**config.mk**
```make
export PLATFORM = sky130hd
export DESIGN_NAME = mux16x1_registered
export DESIGN_NICKNAME = d
export VERILOG_FILES = /design/src/rtl/mux16x1_registered.sv
export SDC_FILE = /design/constraint.sdc
export NUM_CORES = 1
export LEC_CHECK = 0
export ABC_CLOCK_PERIOD_IN_PS = 1100
export CAP_MARGIN = 25
export CORE_AREA = 3 3 40 42
export DETAILED_ROUTE_END_ITERATION = 16
export DIE_AREA = 0 0 43 45
export PLACE_DENSITY = 0.59
export SYNTH_ARGS = -nofsm -noshare
export SYNTH_HDL_FRONTEND = slang
export SYNTH_SLANG_ARGS = --single-unit
```
**constraint.sdc**
```tcl
create_clock -name clk -period 1.1 [get_ports clk]
set_input_delay 0.22 -clock clk [delete_from_list [all_inputs] [get_ports clk]]
set_output_delay 0.22 -clock clk [all_outputs]
set_load 0.01 [all_outputs]
```
**src/rtl/mux16x1_registered.sv**
```systemverilog
// 16-to-1 lane selector with a registered output and a one-cycle valid flag.
// Lane k of D is D[k*WIDTH +: WIDTH]; the lane chosen by S is captured into Y when en is high.
module mux16x1_registered #(
  parameter int WIDTH = 1
) (
  input  logic                  clk,
  input  logic                  rst_n,
  input  logic                  en,
  input  logic [16*WIDTH-1:0]   D,
  input  logic [3:0]            S,
  output logic [WIDTH-1:0]      Y,
  output logic                  Y_valid
);

  // Unpacked lane view so an X on S yields an X lane in simulation
  // instead of silently resolving to a fixed lane.
  logic [WIDTH-1:0] lanes [16];
  logic [WIDTH-1:0] sel_data;

  for (genvar k = 0; k < 16; k++) begin : g_lane
    assign lanes[k] = D[k*WIDTH +: WIDTH];
  end

  assign sel_data = lanes[S];

  // NOTE: sequential state uses non-blocking assignments so every flop
  // samples pre-edge values; Y simply holds when en is low.
  always_ff @(posedge clk or negedge rst_n) begin
    if (!rst_n) begin
      Y       <= '0;
      Y_valid <= 1'b0;
    end else begin
      Y_valid <= en;
      if (en) Y <= sel_data;
    end
  end

endmodule

```
# --- Yosys cells after proc, flatten, opt, wreduce, memory -nomap -nowiden ---
# Index checks and enable logic that the tools add are counted.
totals:
  regBits: 2
  in_bits: 23
  output_inout_bits: 2
  wordCells: 7
classes:
  n_mux: 3
  n_bitwise: 1
  order_cmp: 1
op_table:
  columns: ["cell", "count"]
  rows:
  - ["$ge 5x5->1 const B", 1]
  - ["$not 4->5", 1]
  - ["$bmux 1 s4", 1]
  - ["$mux 1", 2]

# --- Longest topological paths before layout ---
logic_depth:
  depth_word: 4
  ltp_mapped: 4

# --- Worst setup path before layout ---
# Ideal clock, no wire load.
synth_path:
  kind: "input-to-reg"
  startpoint: "input S[0]"
  endpoint: "register Y"
  n_path_buf: 0
  setup_time_ns: 0.125
  t_required_ns: 0.975
  slack_ns: -0.210
  path_stages: 4
  arrival_ns: 1.185
  path_cell_list: "mux4_1 mux2i_1 mux2i_1 mux2_4"
synth_between:
  elab_chain_cells: 4
synth_lines:
  columns: ["element", "line_no", "rtl"]
  rows:
  - ["start, declared", "10", "input logic [3:0] S,"]
  - ["$not 4->5 (implied by the code)", "24", "assign sel_data = lanes[S];"]
  - ["$bmux 1 s4", "24", null]
  - ["$mux 1 (implied by the code) (2 in series)", "24", null]
  - ["end signal, assigned", "34", "if (en) Y <= sel_data;"]
  - ["end, declared", "11", "output logic [WIDTH-1:0] Y,"]
# Every way passes these cells. The select of a mux whose other input is x is not followed.
# A chain may end at the register's enable or synchronous reset.

# --- Final worst setup path ---
layout_path:
  startpoint: "input S[2]"
  endpoint: "register Y"
# Same word-level chain as after synthesis.

==> results.yml <==
outcome:
  status: "finished with violations"
  violations: "setup timing"
placement:
  gp_congestion: 0.8992
  io_buffers: 24
  dpl_cell_area_sq_um: 451.7
  place_ws_ps: -817.5
global_routing:
  grt_start_max_net_pins: 5
  use_met3_pct: 7.171
  grt_use_total_pct: 10.54
  use_met2_pct: 12.87
  grt_pass1_wl_mm: 1.290
  grt_pass1_vias: 269
  grt_overflow_total: 0
  grtUsageMet1_pct: 11.49
  antenna_found_initial: 0
  grt.busiest_layer: "met2"
pwr:
  power_density_nw_per_um2: 967.3
  power_mw: 0.3897
  ir_worst_vdd_mv: 0.3164
  p_switching_mw: 0.09114
  power_frac_clock_pct: 43.1
  swShare_pct: 23.39
  p_comb_share_pct: 34.3
  seq_power_share_pct: 22.6
  p_leak_nw: 0.2031
  p_int_mw: 0.2986
setup_path:
  endpoint_kind: "flop"
  reg2reg_from: "Y"
  path_delay_family: "multiplexers"
  cp_cell_sequence: "buf_6, mux4_2, mux2i_1, mux2i_1, mux2_4"
  startpoint: "S[2]"
  cp.arrival_ps: 1280
  worstSetupPathType: "in2reg"
  cpMostUsedCell: "mux2i_1"
  cp-start-kind: "input port"
  cp_slowest_cell: "mux4_2"
  worstRegToRegCells: 1
  r2r_setup_slack_ps: 350
  crit_fanout: 3
  crit_cells: 5
  critPathMaxStageDelay_ps: 480
  required_ps: 1210
  worstPathBufferInverterCount: 1
timing:
  setup_ws_ps: -64.44
  rsz0062_at_grt: "yes"
  clock.fmax_ghz: 0.8588
  finalHoldViolCount: 0
  relSlewSlack_pct: 91.01
  worst_pin_slew_ps: 131.0
  drv_slew: 0
  period_share_pct: 105.9
  setup_viol: 1
  finClkSkew_ps: 0
  min_period_ps: 1164
  hold_ws_ps: 153.5
logic_synthesis:
  syn_avg_cell_area_sq_um: 20.02
  yosys_warnings: 0
  syn-num-nets: 33
  synth_cell_types: 4
  ys_ff_latch: 2
  netlist_instances: 10
  synth.cell_area_sq_um: 200.2
  yosysSeqAreaShare_pct: 25.00
cts:
  cts_tree: "built"
  ctsHtreeMaxLevel: 1
  clockBufferDepth: 2
  clkTransAtPathRegs_ps: 30
  numCtsBuffers: 3
  clkLatencyLatePin_ps: 230
  cts-root-buf: "clkbuf_4"
  postCtsHoldBufs: 0
  cts_sinks: 2
layout:
  final_area_sq_um: 402.9
  areaGrowthSynthToFinish_pct: 101.2
  fin_util_pct: 31.35
  final_cell_mix: "17 x clkbuf_2, 4 x mux4_2, 3 x mux2i_1, 3 x clkbuf_4, 3 x clkdlybuf4s50_1"
  drive_gt1_share_pct: 74.36
  layout_commonest_cell: "clkbuf_2"
  num_antenna_cells: 0
  final_nets: 64
detailed_routing:
  wire_per_inst_microns: 14.78
  drt_iter0_drc: 2
  via_count: 235
  via_per_inst: 4.352
  routed_wl_microns: 798
  postRouteAntennaNets: 0
  drc_errors: 0
  firstDrtPassIters: 4
floorplanning:
  initial_utilization_pct: 15.58
  die_y_microns: 45
  rows: 13
  die_w_microns: 43
  core_area_sq_um: 1285
  dieArea_sq_um: 1935
  io_pins: 25
min_path:
  hp-class: "in2async"
flow_run:
  maxCapViolCount: 0
## through the flow
step	instances	TNS [ps]
floorplan	10	-157.5
global placement	50	-815.1
detailed placement	50	-817.5
CTS	53	-161.8
global route	54	-87.87
finish	54	-64.44
## power by group through the flow
stage                     Clock [mW]  Combinational, mW  Sequential [mW]
after floorplan                    0             0.0479           0.0930
after global placement             0              0.166           0.0884
after detailed placement           0              0.166           0.0889
after CTS                      0.180              0.141           0.0882
after global routing           0.190              0.144           0.0885
final                          0.168              0.134           0.0881
## metal layers
layer  wire [microns]  vias up
met5                0        -
met4               28        0
met3              146        4
met2              261       27
met1              362      100
li1                 -      104
## state kept, by name, summed over array words and instances, names as in the netlist
signal and cells:
Y_valid 1, Y 1
## synth_stat cells
cell	n	share of area, %
mux4_1	4	52
mux2i_1	3	15
dfrtp_1	2	25
mux2_4	1	7.5
## logic make-up after synthesis
group,Yosys count,share of synthesized area [%]
flip-flops,2,25.00
multiplexers,8,75.00
## worst paths after layout
kind | end
min | Y
max in group asynchronous | Y_valid
max reg2reg | Y
min in group clk | Y_valid
max | Y
min reg2reg | Y
## layout make-up
class                   count  area (sq um)
flip-flops and latches      2         50.05
well taps                  15         18.77
multi-input cells           8         135.1
repair buffers             26         176.4
fillers                   131         882.1
clock buffers               3         22.52
## repair_timing
item / 4_1_cts / 5_1_grt
resized for setup: 38 / 31
buffers inserted: 0 / 1
endpoints found under the setup margin: 3 / 2
pin swaps: 0 / 0
No activity file was read; power rests on OpenSTA's default activity.
